**src/rtl/mc_ctrl_if.sv**
```systemverilog
// mc_ctrl_if: handshake/control bundle between the multi-cycle controller and its datapath/memories.
interface mc_ctrl_if #(
    parameter int CNT_W = 32
);
    logic [31:0]      instr;
    logic             zero;
    logic             imem_ready;
    logic             dmem_ready;
    logic             imem_req;
    logic             dmem_req;
    logic             mem_write;
    logic             ir_we;
    logic             pc_we;
    logic [1:0]       npc_sel;
    logic             reg_we;
    logic [1:0]       reg_dst;
    logic [1:0]       mem_to_reg;
    logic             alu_src;
    logic             ext_op;
    logic [2:0]       alu_ctrl;
    logic [2:0]       state;
    logic             halted;
    logic             bus_err;
    logic             illegal;
    logic [CNT_W-1:0] instret;

    modport master (
        input  instr, zero, imem_ready, dmem_ready,
        output imem_req, dmem_req, mem_write, ir_we, pc_we, npc_sel, reg_we, reg_dst,
               mem_to_reg, alu_src, ext_op, alu_ctrl, state, halted, bus_err, illegal, instret
    );
    modport slave (
        output instr, zero, imem_ready, dmem_ready,
        input  imem_req, dmem_req, mem_write, ir_we, pc_we, npc_sel, reg_we, reg_dst,
               mem_to_reg, alu_src, ext_op, alu_ctrl, state, halted, bus_err, illegal, instret
    );
endinterface

```
**src/rtl/mc_ctrl.sv**
```systemverilog
// mc_ctrl: multi-cycle MIPS controller with memory handshakes, timeout, sticky halt and instret.
module mc_ctrl #(
    parameter int MEM_TIMEOUT = 255,
    parameter int TO_W        = 8,
    parameter int CNT_W       = 32
) (
    input logic    clk,
    input logic    reset,
    mc_ctrl_if.master bus
);
    typedef enum logic [2:0] {
        FETCH  = 3'b000,
        DECODE = 3'b001,
        EXEC   = 3'b010,
        MEM    = 3'b011,
        WB     = 3'b100,
        HALT   = 3'b111
    } state_e;

    state_e           state_q, state_d;
    logic [TO_W-1:0]  cnt_q, cnt_d;
    logic [CNT_W-1:0] instret_q;
    logic             bus_err_q, illegal_q;
    logic [5:0]       op, fn;
    logic             i_addu, i_subu, i_jr, i_ori, i_lw, i_sw, i_beq, i_lui, i_jal, i_rt;
    logic             legal, req_wait, to_hit, retire, run, unused_ok;

    assign op        = bus.instr[31:26];
    assign fn        = bus.instr[5:0];
    assign unused_ok = ^bus.instr[25:6];
    assign i_rt      = op == 6'h00;
    assign i_addu    = i_rt && fn == 6'h21;
    assign i_subu    = i_rt && fn == 6'h23;
    assign i_jr      = i_rt && fn == 6'h08;
    assign i_ori     = op == 6'h0d;
    assign i_lw      = op == 6'h23;
    assign i_sw      = op == 6'h2b;
    assign i_beq     = op == 6'h04;
    assign i_lui     = op == 6'h0f;
    assign i_jal     = op == 6'h03;
    assign legal     = i_addu | i_subu | i_jr | i_ori | i_lw | i_sw | i_beq | i_lui | i_jal;

    // a ready arriving in the timeout cycle completes normally, since to_hit needs ready low
    assign req_wait = (state_q == FETCH && !bus.imem_ready) || (state_q == MEM && !bus.dmem_ready);
    assign to_hit   = (MEM_TIMEOUT != 0) && req_wait && (cnt_q == TO_W'(MEM_TIMEOUT));
    assign retire   = (state_q == EXEC && (i_beq || i_jr || i_jal)) ||
                      (state_q == MEM && i_sw && bus.dmem_ready) || state_q == WB;

    always_comb begin
        state_d = state_q;
        case (state_q)
            FETCH:   state_d = to_hit ? HALT : bus.imem_ready ? DECODE : FETCH;
            DECODE:  state_d = legal ? EXEC : HALT;
            EXEC:    state_d = (i_lw || i_sw) ? MEM : (i_beq || i_jr || i_jal) ? FETCH : WB;
            MEM:     state_d = to_hit ? HALT : !bus.dmem_ready ? MEM : i_sw ? FETCH : WB;
            WB:      state_d = FETCH;
            default: state_d = HALT;
        endcase
    end

    assign cnt_d = (state_d != state_q || !req_wait) ? '0 : cnt_q + 1'b1;

    always_ff @(posedge clk) begin
        if (reset) begin
            state_q   <= FETCH;
            cnt_q     <= '0;
            instret_q <= '0;
            bus_err_q <= 1'b0;
            illegal_q <= 1'b0;
        end else begin
            state_q   <= state_d;
            cnt_q     <= cnt_d;
            instret_q <= instret_q + CNT_W'(retire);
            bus_err_q <= bus_err_q | to_hit;
            illegal_q <= illegal_q | (state_q == DECODE && !legal);
        end
    end

    // enables are gated by reset so an abandoned instruction has no side effects
    assign run            = !reset;
    assign bus.imem_req   = run && state_q == FETCH;
    assign bus.ir_we      = run && state_q == FETCH && bus.imem_ready;
    assign bus.dmem_req   = run && state_q == MEM;
    assign bus.mem_write  = run && state_q == MEM && i_sw;
    assign bus.pc_we      = run && ((state_q == FETCH && bus.imem_ready) ||
                            (state_q == EXEC && ((i_beq && bus.zero) || i_jr || i_jal)));
    assign bus.reg_we     = run && (state_q == WB || (state_q == EXEC && i_jal));
    assign bus.npc_sel    = state_q != EXEC ? 2'b00 : i_beq ? 2'b01 : i_jal ? 2'b10 : i_jr ? 2'b11 : 2'b00;
    assign bus.reg_dst    = i_jal ? 2'b10 : i_rt ? 2'b01 : 2'b00;
    assign bus.mem_to_reg = i_lw ? 2'b01 : i_lui ? 2'b10 : i_jal ? 2'b11 : 2'b00;
    assign bus.alu_src    = i_ori | i_lw | i_sw;
    assign bus.ext_op     = i_ori;
    assign bus.alu_ctrl   = i_ori ? 3'b001 : (i_addu || i_lw || i_sw || i_jr) ? 3'b010 :
                            (i_subu || i_beq) ? 3'b011 : 3'b111;
    assign bus.state      = state_q;
    assign bus.halted     = state_q == HALT;
    assign bus.bus_err    = bus_err_q;
    assign bus.illegal    = illegal_q;
    assign bus.instret    = instret_q;
endmodule

```
**src/flat_wrapper.sv**
```systemverilog
// flat-port wrapper written by rule: the top's interface ports become plain ports
module mc_ctrl_flat 
#(
    parameter int MEM_TIMEOUT = 255,
    parameter int TO_W        = 8,
    parameter int CNT_W       = 32
)
  (clk, reset, bus_instr, bus_zero, bus_imem_ready, bus_dmem_ready, bus_imem_req, bus_dmem_req, bus_mem_write, bus_ir_we, bus_pc_we, bus_npc_sel, bus_reg_we, bus_reg_dst, bus_mem_to_reg, bus_alu_src, bus_ext_op, bus_alu_ctrl, bus_state, bus_halted, bus_bus_err, bus_illegal, bus_instret);
  mc_ctrl_if #(.CNT_W(CNT_W)) bus_i ();
  input logic clk;
  input logic reset;
  input wire logic [$bits(bus_i.instr)-1:0] bus_instr;
  input wire logic [$bits(bus_i.zero)-1:0] bus_zero;
  input wire logic [$bits(bus_i.imem_ready)-1:0] bus_imem_ready;
  input wire logic [$bits(bus_i.dmem_ready)-1:0] bus_dmem_ready;
  output wire logic [$bits(bus_i.imem_req)-1:0] bus_imem_req;
  output wire logic [$bits(bus_i.dmem_req)-1:0] bus_dmem_req;
  output wire logic [$bits(bus_i.mem_write)-1:0] bus_mem_write;
  output wire logic [$bits(bus_i.ir_we)-1:0] bus_ir_we;
  output wire logic [$bits(bus_i.pc_we)-1:0] bus_pc_we;
  output wire logic [$bits(bus_i.npc_sel)-1:0] bus_npc_sel;
  output wire logic [$bits(bus_i.reg_we)-1:0] bus_reg_we;
  output wire logic [$bits(bus_i.reg_dst)-1:0] bus_reg_dst;
  output wire logic [$bits(bus_i.mem_to_reg)-1:0] bus_mem_to_reg;
  output wire logic [$bits(bus_i.alu_src)-1:0] bus_alu_src;
  output wire logic [$bits(bus_i.ext_op)-1:0] bus_ext_op;
  output wire logic [$bits(bus_i.alu_ctrl)-1:0] bus_alu_ctrl;
  output wire logic [$bits(bus_i.state)-1:0] bus_state;
  output wire logic [$bits(bus_i.halted)-1:0] bus_halted;
  output wire logic [$bits(bus_i.bus_err)-1:0] bus_bus_err;
  output wire logic [$bits(bus_i.illegal)-1:0] bus_illegal;
  output wire logic [$bits(bus_i.instret)-1:0] bus_instret;
  assign bus_i.instr = bus_instr;
  assign bus_i.zero = bus_zero;
  assign bus_i.imem_ready = bus_imem_ready;
  assign bus_i.dmem_ready = bus_dmem_ready;
  assign bus_imem_req = bus_i.imem_req;
  assign bus_dmem_req = bus_i.dmem_req;
  assign bus_mem_write = bus_i.mem_write;
  assign bus_ir_we = bus_i.ir_we;
  assign bus_pc_we = bus_i.pc_we;
  assign bus_npc_sel = bus_i.npc_sel;
  assign bus_reg_we = bus_i.reg_we;
  assign bus_reg_dst = bus_i.reg_dst;
  assign bus_mem_to_reg = bus_i.mem_to_reg;
  assign bus_alu_src = bus_i.alu_src;
  assign bus_ext_op = bus_i.ext_op;
  assign bus_alu_ctrl = bus_i.alu_ctrl;
  assign bus_state = bus_i.state;
  assign bus_halted = bus_i.halted;
  assign bus_bus_err = bus_i.bus_err;
  assign bus_illegal = bus_i.illegal;
  assign bus_instret = bus_i.instret;
  mc_ctrl #(.MEM_TIMEOUT(MEM_TIMEOUT), .TO_W(TO_W), .CNT_W(CNT_W)) u_core (.clk(clk), .reset(reset), .bus(bus_i));
endmodule
```
**config.mk**
```make
export PLATFORM = sky130hd
export DESIGN_NAME = mc_ctrl_flat
export DESIGN_NICKNAME = d
export VERILOG_FILES = /design/src/rtl/mc_ctrl_if.sv /design/src/rtl/mc_ctrl.sv /design/src/flat_wrapper.sv
export SDC_FILE = /design/constraint.sdc
export NUM_CORES = 1
export LEC_CHECK = 0
export BUFFER_PORTS_ARGS = -buffer_cell sky130_fd_sc_hd__buf_2
export CORE_MARGIN = 10
export CORE_UTILIZATION = 51
export CTS_BUF_LIST = sky130_fd_sc_hd__clkbuf_8
export DETAILED_ROUTE_END_ITERATION = 16
export PLACE_DENSITY = 0.94
export SKIP_LAST_GASP = 1
export SLEW_MARGIN = 25
export SYNTH_ARGS = -nofsm -noshare
export SYNTH_HDL_FRONTEND = slang
export SYNTH_SLANG_ARGS = --single-unit
```
**constraint.sdc**
```tcl
create_clock -name clk -period 3.54 [get_ports clk]
set_input_delay 0.531 -clock clk [delete_from_list [all_inputs] [get_ports clk]]
set_output_delay 0.531 -clock clk [all_outputs]
set_load 0.1 [all_outputs]
```
; ---- Word-level counts from Yosys, hierarchy flattened
; Cells that the tools add are included.
; W data, S select, Z words.
[totals]
reg_bits = 45
input_bits = 37
out_inout_bits = 55
elab_cells = 100
[op_classes]
add_sub_neg = 2
eq_ne = 17
mux = 21
bitwise = 12
n_reduce_logical = 43
[ops]
columns = op, count
row1 = $add A32 B1 Y32, 1
row2 = $mux W3, 10
row3 = $eq A6 B6 Y1 const B, 4
row4 = $logic_and A1 B1 Y1, 20
row5 = $eq A6 B4 Y1 const B, 3
row6 = $mux W2, 8
row7 = $logic_or A1 B1 Y1, 15
row8 = $pmux W3 S5, 1
row9 = $or A1 B1 Y1, 12
row10 = $add A8 B1 Y8 const B, 1
row11 = $eq A8 B8 Y1 const B, 1
row12 = $eq A3 B2 Y1 const B, 2
row13 = $eq A3 B3 Y1 const B, 2
row14 = $eq A6 B2 Y1 const B, 1
row15 = $eq A6 B3 Y1 const B, 1
row16 = $logic_not A6 Y1, 1
row17 = $logic_not A1 Y1, 5
row18 = $eq A3 B1 Y1 const B, 1
row19 = $logic_not A3 Y1, 1
row20 = $ne A3 B2 Y1 const B, 1
row21 = $ne A3 B3 Y1, 1
row22 = $mux W1, 2
row23 = $reduce_or A2 Y1, 1

; ---- Logic depth before layout (Yosys ltp)
[depth]
word_depth = 15
ltp_mapped = 13
mapped_depth_nobuf = 12

; ---- Least setup slack after synthesis
; Ideal clock, no wire load.
[synth_path]
path_kind = register -> output
startpoint = register u_core.state_q[1] (netlist: u_core.bus.state[1])
endpoint = output bus_pc_we
t_arrival_ps = 5685
required_time_ps = 3009
setup_slack_ps = -2676
path_stages_with_launch = 4
n_path_buf = 0
path_cell_list = dfxtp_1 nor4_1 and2_1 or2_1
[synth_via]
elab_chain_cells = 4
elab_cells_between_ends = 6
classes_between = eq/ne (1) / reduce/logical (5)
[synth_lines]
columns = element, line
row1 = start: declaration, mc_ctrl.sv:20  ; state_e state_q, state_d;
row2 = start signal: assignment, mc_ctrl.sv:71  ; state_q <= state_d;
row3 = $eq A3 B2 Y1 / $logic_not A3 Y1 (equally long branches), "mc_ctrl.sv:86, mc_ctrl.sv:85"
row4 = "$logic_and A1 B1 Y1, on equally long branches", "mc_ctrl.sv:86, mc_ctrl.sv:85"
row5 = $logic_or A1 B1 Y1 *, mc_ctrl.sv:85  ; assign bus.pc_we = run && ((state_q == FETCH && bus.imem_ready) ||
row6 = $logic_and A1 B1 Y1 *, mc_ctrl.sv:85
row7 = end: declaration, flat_wrapper.sv:20  ; output wire logic [$bits(bus_i.pc_we)-1:0] bus_pc_we;
; Mark *: on every way between the ends. The rest lies on a longest branch, timed or not.

; ---- Worst setup path in the final report
[layout_path]
startpoint = input bus_instr[29]
endpoint = register u_core.instret_q[24] (netlist: u_core.bus.instret[24])
[layout_via]
elab_chain_cells = 8
elab_cells_between_ends = 13
classes_between = add/sub (1) / eq/ne (3) / reduce/logical (9)
[layout_lines]
columns = element, line
row1 = start: declaration, flat_wrapper.sv:12  ; input wire logic [$bits(bus_i.instr)-1:0] bus_instr;
row2 = $logic_not A6 Y1, mc_ctrl.sv:31  ; assign i_rt = op == 6'h00;
row3 = $logic_and A1 B1 Y1, mc_ctrl.sv:34  ; assign i_jr = i_rt && fn == 6'h08;
row4 = $logic_or A1 B1 Y1 (2 in a row), mc_ctrl.sv:46  ; assign retire = (state_q == EXEC && (i_beq || i_jr || i_jal)) ||
row5 = $logic_and A1 B1 Y1, mc_ctrl.sv:46
row6 = $logic_or A1 B1 Y1 *, mc_ctrl.sv:46
row7 = $logic_or A1 B1 Y1 *, mc_ctrl.sv:47  ; (state_q == MEM && i_sw && bus.dmem_ready) || state_q == WB;
row8 = $add A32 B1 Y32 *, mc_ctrl.sv:73  ; instret_q <= instret_q + CNT_W'(retire);
row9 = end signal: assignment, mc_ctrl.sv:73
row10 = end: declaration, mc_ctrl.sv:22  ; logic [CNT_W-1:0] instret_q;
; Marks and branches as above.
; A chain may end at the register's enable or synchronous reset.

==> impl_metrics.toml <==
[cells_and_area]
layout.nets = 396
layout.cells.most_common = "buf_2"
fin_util = 0.654
most-common-layout-cells = "buf_2, nor2_1, dfxtp_1"
post_route_cells_drive_above_1_share = 0.277
fin_area_sq_mm = 0.00293
syn_to_final_growth_pct = 21.7
diodes = 0

[timing]
setup_viol = 0
hold-worst-slack_ns = 0.466
fin_tns_setup_ns = 0
finalCritPeriodShare = 0.871
skew_ns = 0.00625
tightestPinTransition_ns = 0.803
rsz0062_at_grt = "false"
slew_headroom = 0.465
fin_ws_ns = 0.456
hold_violations = 0
layout_min_cycle_time_ns = 3.08
slew_violations = 0
fmax_mhz = 324

[logic_synthesis]
synth.cell_area_sq_mm = 0.00240
async_flop_share = 0
synth_area_leaders = "dfxtp_1, xor2_1, nor2_1, nand3_1, nand4_1"
ys_warn_count = 0
synth.avg_cell_area_sq_um = 8.41
synth_edf_count = 0
syn-instance-count = 286
ys.flop_type = "dfxtp_1"
synth_top_area_cell = "dfxtp_1"
synth.top_cell.area_share = 0.375
yosysSeqAreaShare = 0.375
ys_ff_latch = 45
syn_nets = 326
synth.distinct_cells = 54

[drt]
vias = 2304
post_drt_wl_per_cell_microns = 15.2
dr.pass1.iters = 4
drc = 0
detail-route-antenna-nets = 0
totalWireLength_microns = 6210
via_per_inst = 5.63
drt-initial-drc-count = 75

[critical_path]
critPathBufInv = 3
cp.required_ns = 3.69
critPathMostFrequentCell = "ha_1"
worstPathMaxFanout = 10
cpPeakStageDelay_ns = 0.58
cp_top_family = "simple AND/OR/NAND/NOR gates"
arrival_ns = 3.24
crit_slowest_cell = "or4_4"
crit_path_end_kind = "flip-flop"
crit_chain = "buf_2, or4_4, nor2_4, a31oi_2, a21oi_1, a221o_1, ha_1, ha_1, inv_1, nor4_2, buf_4, nand4_1, xor2_1, nor2_1"
cp-start-kind = "primary input"
worstSetupPathType = "primary input to flip-flop"

[floorplanning]
die_width_microns = 88.7
die-area_sq_mm = 0.00786
die_h_microns = 88.7
coreArea_sq_mm = 0.00447
pin_count = 92
num_rows = 24
start_util = 0.537

[clock_tree]
clkLatencyLatePin_ns = 0.29
holdBufCountCts = 0
clkSinkCount = 45
cts_setup_buffers = 0
cts_root_buf = "clkbuf_8"
cts_buffer_depth = 2
cts_tree = "built"
cts_resized = 0
cts-buffers-inserted = 5
clk_pin_slew_ns = 0.08
htreeDepth = 2

[placed_design]
finalWeightedCongestion = 0.829
io_buffer_count = 71
hpwl_microns = 4670
pre_cts_slack_ns = 0.161
placed_area_sq_mm = 0.00285

[grt]
antenna_found_initial = 0
grt_remaining_overflow = 0
grt_max_degree = 42
grt_pass1_wl_microns = 10000
grtUsageTotal = 0.156
grt_pass1_vias = 2162

[outcome]
outcome = "finished, final reports clean"

[power]
p_per_area_mw_per_mm2 = 391
peakVddDrop_mv = 0.286
p_leak_nw = 1.30

[hold_path]
min_path_type = "flip-flop to flip-flop"

[run]
cap_viol_max_count = 0
stage by stage:
stage	std cells	total power, W
2_1_floorplan	286	0.000808
3_3_place_gp	401	0.000854
3_5_place_dp	401	0.000861
4_1_cts	409	0.00115
5_1_grt	409	0.00120
6_report	409	0.00114
per-layer routing:
| metal | wire, microns | track usage |
|---|---|---|
| met5 | 0 | 0 |
| met4 | 27 | 0.0323 |
| met3 | 385 | 0.0450 |
| met2 | 3220 | 0.287 |
| met1 | 2570 | 0.172 |
sequential cells by signal (all words and copies together), names as in the netlist:
name / flops
u_core.bus.instret: 32
u_core.cnt_q: 8
u_core.bus.state: 3
u_core.bus.bus_err: 1
u_core.bus.illegal: 1
where the power goes:
group	leakage (nW)	internal (W)	switching, W
clock	0.0519	0.000132	0.000162
combinational	0.883	0.0000660	0.000229
sequential	0.363	0.000520	0.0000368
total	1.30	0.000718	0.000427
Yosys cell counts, drive strengths merged, types with 3 or more instances:
master,n
nor4,8
o21ai,4
nand3,18
dfxtp,45
and4,7
nor3,8
clkbuf,10
a211oi,3
a31oi,3
xor2,31
nand2,14
nor2,54
ha,3
and3,7
inv,7
nand4,11
xnor2,6
a21oi,8
buf,4
nor3b,4
path summary, 6_finish.rpt:
check,startpoint,end,slack (ns),cells past startpoint
hold reg to reg,u_core.bus.bus_err,u_core.bus.bus_err,0.47,2
hold / removal,u_core.bus.bus_err,u_core.bus.bus_err,0.47,2
setup / recovery,bus_instr[29],u_core.bus.instret[24],0.46,14
setup reg to reg,u_core.bus.state[1],u_core.bus.instret[24],0.79,11
kinds of logic after synthesis:
| group | after synthesis | synth area share |
|---|---|---|
| AOI/OAI and AO/OA | 29 | 0.0843 |
| adders and majority gates | 3 | 0.0156 |
| DFF | 45 | 0.375 |
| xor gates and xnor gates | 37 | 0.135 |
| and+or+nand+nor | 151 | 0.349 |
| buffers and inverters | 21 | 0.0421 |
area by class of cell:
type                            instances  area (sq um)
Clock buffer                            5          68.8
Tap cell                               52          65.1
Inverter                                7          26.3
Fill cell                             373          1550
Clock inverter                          3          11.3
Sequential cell                        45           901
Timing Repair Buffer                   77           400
Multi-Input combinational cell        220          1460
tightest hold or removal path, delay by kind of cell (launching register included):
family	cells	cell delay, ns
AOI/OAI and AO/OA	1	0.05
DFF	1	0.32
buffers and inverters	1	0.05
(Power assumes the default switching activity.)
